**config.mk**
```make
export PLATFORM = sky130hd
export DESIGN_NAME = addsub_arbiter_flat
export DESIGN_NICKNAME = d
export VERILOG_FILES = /design/src/rtl/addsub_arbiter_if.sv /design/src/rtl/addsub_arbiter.sv /design/src/flat_wrapper.sv
export SDC_FILE = /design/constraint.sdc
export NUM_CORES = 1
export LEC_CHECK = 0
export ABC_AREA = 1
export BUFFER_PORTS_ARGS = -buffer_cell sky130_fd_sc_hd__buf_2
export CAP_MARGIN = 20
export CORE_ASPECT_RATIO = 1.75
export CORE_MARGIN = 4
export CORE_UTILIZATION = 44
export CTS_BUF_LIST = sky130_fd_sc_hd__clkbuf_8
export DETAILED_ROUTE_END_ITERATION = 8
export HOLD_SLACK_MARGIN = 0.02
export PLACE_DENSITY_LB_ADDON = 0.2
export SLEW_MARGIN = 40
export SYNTH_ARGS = -nofsm -noshare
export SYNTH_HDL_FRONTEND = slang
export SYNTH_SLANG_ARGS = --single-unit
```
**constraint.sdc**
```tcl
create_clock -name clk_i -period 3.9 [get_ports clk_i]
set_input_delay 0.39 -clock clk_i [delete_from_list [all_inputs] [get_ports clk_i]]
set_output_delay 0.39 -clock clk_i [all_outputs]
set_load 0.01 [all_outputs]
```
**src/rtl/addsub_arbiter_if.sv**
```systemverilog
// Request/response bundle between the processing elements and the shared
// add/subtract arbiter. The arbiter sits on the slave side.
interface addsub_arbiter_if #(
    parameter int WIDTH = 8,
    parameter int NREQ  = 4,
    parameter int IDW   = $clog2(NREQ)
);
    logic [NREQ-1:0]       req_valid_i;
    logic [NREQ-1:0]       req_ready_o;
    logic [NREQ*WIDTH-1:0] req_a_i;
    logic [NREQ*WIDTH-1:0] req_b_i;
    logic [NREQ-1:0]       req_sub_i;
    logic                  rsp_valid_o;
    logic                  rsp_ready_i;
    logic [IDW-1:0]        rsp_id_o;
    logic [WIDTH-1:0]      rsp_result_o;
    logic                  rsp_cout_o;
    logic                  rsp_overflow_o;
    logic                  rsp_zero_o;

    modport master (
        output req_valid_i, req_a_i, req_b_i, req_sub_i, rsp_ready_i,
        input  req_ready_o, rsp_valid_o, rsp_id_o, rsp_result_o,
               rsp_cout_o, rsp_overflow_o, rsp_zero_o
    );

    modport slave (
        input  req_valid_i, req_a_i, req_b_i, req_sub_i, rsp_ready_i,
        output req_ready_o, rsp_valid_o, rsp_id_o, rsp_result_o,
               rsp_cout_o, rsp_overflow_o, rsp_zero_o
    );
endinterface

```
**src/rtl/addsub_arbiter.sv**
```systemverilog
// Round-robin arbiter sharing one combinational adder/subtractor between
// NREQ requesters, with a single registered valid/ready response slot.

module adder_subtractor #(
    parameter int WIDTH = 8
) (
    input  logic [WIDTH-1:0] a_i,
    input  logic [WIDTH-1:0] b_i,
    input  logic             sub_i,
    output logic [WIDTH-1:0] result_o,
    output logic             cout_o,
    output logic             overflow_o,
    output logic             zero_o
);
    logic [WIDTH:0]   sum;
    logic [WIDTH-1:0] b_eff;

    // Subtraction as a + ~b + 1, so the carry out reads as "no borrow" (a >= b).
    always_comb begin
        b_eff      = sub_i ? ~b_i : b_i;
        sum        = {1'b0, a_i} + {1'b0, b_eff} + {{WIDTH{1'b0}}, sub_i};
        result_o   = sum[WIDTH-1:0];
        cout_o     = sum[WIDTH];
        overflow_o = ((a_i[WIDTH-1] ^ b_i[WIDTH-1]) == sub_i) &&
                     (sum[WIDTH-1] != a_i[WIDTH-1]);
        zero_o     = (sum[WIDTH-1:0] == '0);
    end
endmodule

module addsub_arbiter #(
    parameter int WIDTH = 8,
    parameter int NREQ  = 4,
    parameter int IDW   = $clog2(NREQ)
) (
    input logic           clk_i,
    input logic           rst_ni,
    addsub_arbiter_if.slave bus
);
    logic [IDW-1:0]   rr_q, rr_d;
    logic             rsp_valid_q, rsp_valid_d;
    logic [IDW-1:0]   rsp_id_q, rsp_id_d;
    logic [WIDTH-1:0] rsp_result_q, rsp_result_d;
    logic             rsp_cout_q, rsp_cout_d;
    logic             rsp_overflow_q, rsp_overflow_d;
    logic             rsp_zero_q, rsp_zero_d;

    logic [IDW-1:0]   grant;
    logic             any_valid;
    logic             can_accept;
    logic             fire;
    logic [IDW:0]     scan;
    logic [IDW-1:0]   scan_idx;
    logic [WIDTH-1:0] a_sel, b_sel;
    logic             sub_sel;
    logic [WIDTH-1:0] au_result;
    logic             au_cout, au_overflow, au_zero;

    // Round-robin search starting at rr_q; the first valid requester found wins.
    always_comb begin
        grant     = '0;
        any_valid = 1'b0;
        scan      = '0;
        scan_idx  = '0;
        for (int i = 0; i < NREQ; i++) begin
            scan = {1'b0, rr_q} + (IDW+1)'(i);
            if (scan >= (IDW+1)'(NREQ)) begin
                scan = scan - (IDW+1)'(NREQ);
            end
            scan_idx = scan[IDW-1:0];
            if (!any_valid && bus.req_valid_i[scan_idx]) begin
                any_valid = 1'b1;
                grant     = scan_idx;
            end
        end
    end

    // Operand mux for the granted requester; constant slices keep widths exact.
    always_comb begin
        a_sel   = '0;
        b_sel   = '0;
        sub_sel = 1'b0;
        for (int k = 0; k < NREQ; k++) begin
            if (grant == IDW'(k)) begin
                a_sel   = bus.req_a_i[k*WIDTH +: WIDTH];
                b_sel   = bus.req_b_i[k*WIDTH +: WIDTH];
                sub_sel = bus.req_sub_i[k];
            end
        end
    end

    adder_subtractor #(.WIDTH(WIDTH)) u_addsub (
        .a_i        (a_sel),
        .b_i        (b_sel),
        .sub_i      (sub_sel),
        .result_o   (au_result),
        .cout_o     (au_cout),
        .overflow_o (au_overflow),
        .zero_o     (au_zero)
    );

    // Accept while the slot is empty or draining this cycle; nothing is
    // accepted while reset is held.
    always_comb begin
        can_accept      = rst_ni && (!rsp_valid_q || bus.rsp_ready_i);
        fire            = any_valid && can_accept;
        bus.req_ready_o = '0;
        if (any_valid) begin
            bus.req_ready_o[grant] = can_accept;
        end
    end

    // Next-state for the response slot and the round-robin pointer.
    always_comb begin
        rr_d           = rr_q;
        rsp_valid_d    = rsp_valid_q;
        rsp_id_d       = rsp_id_q;
        rsp_result_d   = rsp_result_q;
        rsp_cout_d     = rsp_cout_q;
        rsp_overflow_d = rsp_overflow_q;
        rsp_zero_d     = rsp_zero_q;
        if (fire) begin
            rsp_valid_d    = 1'b1;
            rsp_id_d       = grant;
            rsp_result_d   = au_result;
            rsp_cout_d     = au_cout;
            rsp_overflow_d = au_overflow;
            rsp_zero_d     = au_zero;
            rr_d           = (grant == IDW'(NREQ-1)) ? '0 : grant + 1'b1;
        end else if (bus.rsp_ready_i) begin
            rsp_valid_d = 1'b0;
        end
    end

    // State registers with asynchronous clear.
    always_ff @(posedge clk_i or negedge rst_ni) begin
        if (!rst_ni) begin
            rr_q           <= '0;
            rsp_valid_q    <= 1'b0;
            rsp_id_q       <= '0;
            rsp_result_q   <= '0;
            rsp_cout_q     <= 1'b0;
            rsp_overflow_q <= 1'b0;
            rsp_zero_q     <= 1'b0;
        end else begin
            rr_q           <= rr_d;
            rsp_valid_q    <= rsp_valid_d;
            rsp_id_q       <= rsp_id_d;
            rsp_result_q   <= rsp_result_d;
            rsp_cout_q     <= rsp_cout_d;
            rsp_overflow_q <= rsp_overflow_d;
            rsp_zero_q     <= rsp_zero_d;
        end
    end

    assign bus.rsp_valid_o    = rsp_valid_q;
    assign bus.rsp_id_o       = rsp_id_q;
    assign bus.rsp_result_o   = rsp_result_q;
    assign bus.rsp_cout_o     = rsp_cout_q;
    assign bus.rsp_overflow_o = rsp_overflow_q;
    assign bus.rsp_zero_o     = rsp_zero_q;
endmodule

```
**src/flat_wrapper.sv**
```systemverilog
// flat-port wrapper written by rule: the top's interface ports become plain ports
module addsub_arbiter_flat 
#(
    parameter int WIDTH = 8,
    parameter int NREQ  = 4,
    parameter int IDW   = $clog2(NREQ)
)
  (clk_i, rst_ni, bus_req_valid_i, bus_req_a_i, bus_req_b_i, bus_req_sub_i, bus_rsp_ready_i, bus_req_ready_o, bus_rsp_valid_o, bus_rsp_id_o, bus_rsp_result_o, bus_rsp_cout_o, bus_rsp_overflow_o, bus_rsp_zero_o);
  addsub_arbiter_if #(.WIDTH(WIDTH), .NREQ(NREQ), .IDW(IDW)) bus_i ();
  input logic clk_i;
  input logic rst_ni;
  input wire logic [$bits(bus_i.req_valid_i)-1:0] bus_req_valid_i;
  input wire logic [$bits(bus_i.req_a_i)-1:0] bus_req_a_i;
  input wire logic [$bits(bus_i.req_b_i)-1:0] bus_req_b_i;
  input wire logic [$bits(bus_i.req_sub_i)-1:0] bus_req_sub_i;
  input wire logic [$bits(bus_i.rsp_ready_i)-1:0] bus_rsp_ready_i;
  output wire logic [$bits(bus_i.req_ready_o)-1:0] bus_req_ready_o;
  output wire logic [$bits(bus_i.rsp_valid_o)-1:0] bus_rsp_valid_o;
  output wire logic [$bits(bus_i.rsp_id_o)-1:0] bus_rsp_id_o;
  output wire logic [$bits(bus_i.rsp_result_o)-1:0] bus_rsp_result_o;
  output wire logic [$bits(bus_i.rsp_cout_o)-1:0] bus_rsp_cout_o;
  output wire logic [$bits(bus_i.rsp_overflow_o)-1:0] bus_rsp_overflow_o;
  output wire logic [$bits(bus_i.rsp_zero_o)-1:0] bus_rsp_zero_o;
  assign bus_i.req_valid_i = bus_req_valid_i;
  assign bus_i.req_a_i = bus_req_a_i;
  assign bus_i.req_b_i = bus_req_b_i;
  assign bus_i.req_sub_i = bus_req_sub_i;
  assign bus_i.rsp_ready_i = bus_rsp_ready_i;
  assign bus_req_ready_o = bus_i.req_ready_o;
  assign bus_rsp_valid_o = bus_i.rsp_valid_o;
  assign bus_rsp_id_o = bus_i.rsp_id_o;
  assign bus_rsp_result_o = bus_i.rsp_result_o;
  assign bus_rsp_cout_o = bus_i.rsp_cout_o;
  assign bus_rsp_overflow_o = bus_i.rsp_overflow_o;
  assign bus_rsp_zero_o = bus_i.rsp_zero_o;
  addsub_arbiter #(.WIDTH(WIDTH), .NREQ(NREQ), .IDW(IDW)) u_core (.clk_i(clk_i), .rst_ni(rst_ni), .bus(bus_i));
endmodule
```
==> results.md <==
* Run status: finished, violations left
* Failing checks: setup timing
* CTS clk-pin slew, worst paths at 60 ps
* Initial Util at 0.458
* Post-Syn Instances at 306
* Crit path arrival time at 4150 ps
* Syn Area/Cell at 6.26 µm²
* Final period util at 1.02
* Layout cell share with drive strength beyond 1 at 0.490
* CORE AREA at 0.00419 mm²
* Std-Cell Rows at 31
* Die width at 57.9 µm
* Synthesized area at 0.00192 mm²
* Root buf cell: clkbuf_8
* Antenna violations before repair at 0
* DR top layer: met4
* RSZ-0062 raised after global routing: true
* PnR worst setup slack at -64.1 ps
* Drt drc at 0
* Worst reg2reg path startpoint: u_core.rr_q[0]
* Clock Sinks at 16
* H-tree depth at 1
* Fin. max-slew vios at 0
* Largest net degree at the start of global routing at 21
* Vias per inst at 5.01
* Routability cong. at 0.883
* Iter 0 DRT Violations at 56
* Post-synth EDFFs at 0
* Finish-stage setup viols at 3
* Fin nets at 523
* CTS Buf Count at 3
* Largest fanout on the critical path at 6
* PortBufs at 92
* Critical path origin: u_core.rr_q[0]
* DR WL/cell at 12.7 µm
* Highest-count cells in the layout ignoring fill and taps: buf_2, nand2_1, buf_4, nor2_1, inv_1
* Crit. End Element: flop
* Die area at 0.00552 mm²
* Fraction of registers with async set/reset at 1.00
* ANT cells at 0
* Worst-Skew Late Latency at 250 ps
* Gr usage total at 0.211
* Synth Flop Type: dfrtp_1
* Drt pass-1 iters at 4
* GRT overflow at 0
* Max frequency at 252 MHz
* Yosys cell types at 38
* Commonest non-fill, non-tap cell in the layout: buf_2
* Met3 wire len at 361 µm
* Ys Warns at 0
* Slew margin rel. at 0.655
* HPWL after DPL at 4.78 mm
* Setup Skew at 0.731 ps
* Final Routed Wirelength at 6.14 mm
* WP data required at 4090 ps
* Met2 routed WL at 3.49 mm
* Share of the yosys chip area belonging to registers at 0.209
* First-pass GRT wire length at 9.46 mm
* WL met1 at 2.18 mm
* DR vias at 2425
* Critical path class: reg2reg
* HP Class: in2async
* Fin. Hold Viols at 0
* Critical Path Start Type: flop
* Syn nets at 393
* Max-cap violations at 0
* Area Growth Syn to Fin at 60.8%
* Post-route antenna net violation count at 0
* Tmin final at 3960 ps
* Die Ht at 95.3 µm
* Vias in the first global route at 2345
* Clk buf depth at 2
* Final Core Density at 0.736
* Post-CTS Hold Fix Bufs at 0
* CTS tree: built
* Synth Register Bits at 16
* IO Pins at 93
* Worst Tran Pin Value at 517 ps
-- per-layer routing --
layer / vias up / GRT usage
met5: - / 0
met4: 0 / 0.0522
met3: 14 / 0.0244
met2: 86 / 0.432
met1: 1082 / 0.216
li1: 1243 / -
-- critical path, stage by stage, from the launching register on --
cell       delay, ps
dfrtp_2          470
buf_6            140
nand2_2           40
o21ai_2           60
nand2_1          100
buf_4            140
buf_4            120
buf_4            120
buf_4            120
o2111ai_2         80
nand2_2          150
ha_4             200
buf_4            160
a21oi_4          120
nand2_2           70
a21oi_4          240
buf_6            180
xor2_2           140
ha_1             270
nand2_1           80
o21ai_2           60
buf_4            140
xor2_2           140
nor3_1           210
nand3_1          100
nor2_1           110
nand2_1           60
nand2_1           50
-- sequential cells by signal, summed over array words and instances, names as in the netlist --
signal,cells
u_core.rr_q,2
u_core.bus.rsp_id_o,2
u_core.bus.rsp_cout_o,1
u_core.bus.rsp_zero_o,1
u_core.bus.rsp_valid_o,1
u_core.bus.rsp_overflow_o,1
u_core.bus.rsp_result_o,8
-- synthesized netlist by cell type, types with 2 or more instances --
cell	instances	area share
clkbuf_1	6	0.012
inv_1	28	0.055
a21oi_1	27	0.070
buf_4	2	0.0078
nand2_2	5	0.016
xor2_1	9	0.041
ha_1	11	0.072
o21ai_0	25	0.065
nand3_1	17	0.044
nor3_1	2	0.0052
buf_2	4	0.010
inv_2	3	0.0059
dfrtp_1	16	0.21
o21a_1	2	0.0078
o311ai_0	5	0.023
o21ai_1	6	0.016
buf_1	2	0.0039
nand2_1	88	0.17
nor2_1	27	0.053
xnor2_1	3	0.014
-- layout make-up --
type                            instances  area [µm²]
Tap cell                               49        61.3
Multi-Input combinational cell        244        1600
Timing Repair Buffer                  140         847
Fill cell                             355        1110
Clock buffer                            4        55.1
Sequential cell                        16         402
Inverter                               31         121
-- logic make-up (layout without fill, tap and decap cells) --
logic type,count (synthesis),after routing,share of synthesized area
flip-flops,16,16,0.209
AO/OA/AOI/OAI,73,73,0.219
adder cells (fa/ha/maj),12,12,0.0822
buffers and inverters,46,175,0.101
AND/OR/NAND/NOR,145,145,0.318
XOR/XNOR,14,14,0.0718
-- per-stage QoR --
stage                     TNS (ps)  std cells  hold WS [ps]  instance area (µm²)  setup WS (ps)
after floorplan                  0        306          94.4                 1920           16.1
after global placement        -680        467           314                 2630           -212
after detailed placement     -1370        467           318                 2630           -328
after CTS                        0        477          48.3                 2870           6.75
after global routing         -1980        484          59.9                 3080           -372
final                         -152        484          40.9                 3080          -64.1
-- path summary, 6_finish.rpt --
| check | to | cells after the start | slack (ps) |
|---|---|---|---|
| max | u_core.bus.rsp_zero_o | 27 | -60 |
| min | u_core.bus.rsp_valid_o | 1 | 40 |
| max reg2reg | u_core.bus.rsp_zero_o | 27 | -60 |
| min reg2reg | u_core.bus.rsp_result_o[5] | 2 | 480 |
| max in group asynchronous | u_core.rr_q[0] | 1 | 3580 |
| min in group clk_i | u_core.bus.rsp_valid_o | 4 | 370 |
-- timing repair --
| action | in CTS | in global routing |
|---|---|---|
| endpoints found under the setup margin | 8 | 8 |
| resized for setup | 40 | 47 |
| pin swaps | 12 | 30 |
| cloned | 0 | 0 |
| setup buffers | 6 | 8 |
Power is not shown: default switching activity piles up to over one toggle a cycle in this logic, so the estimate is an artifact.
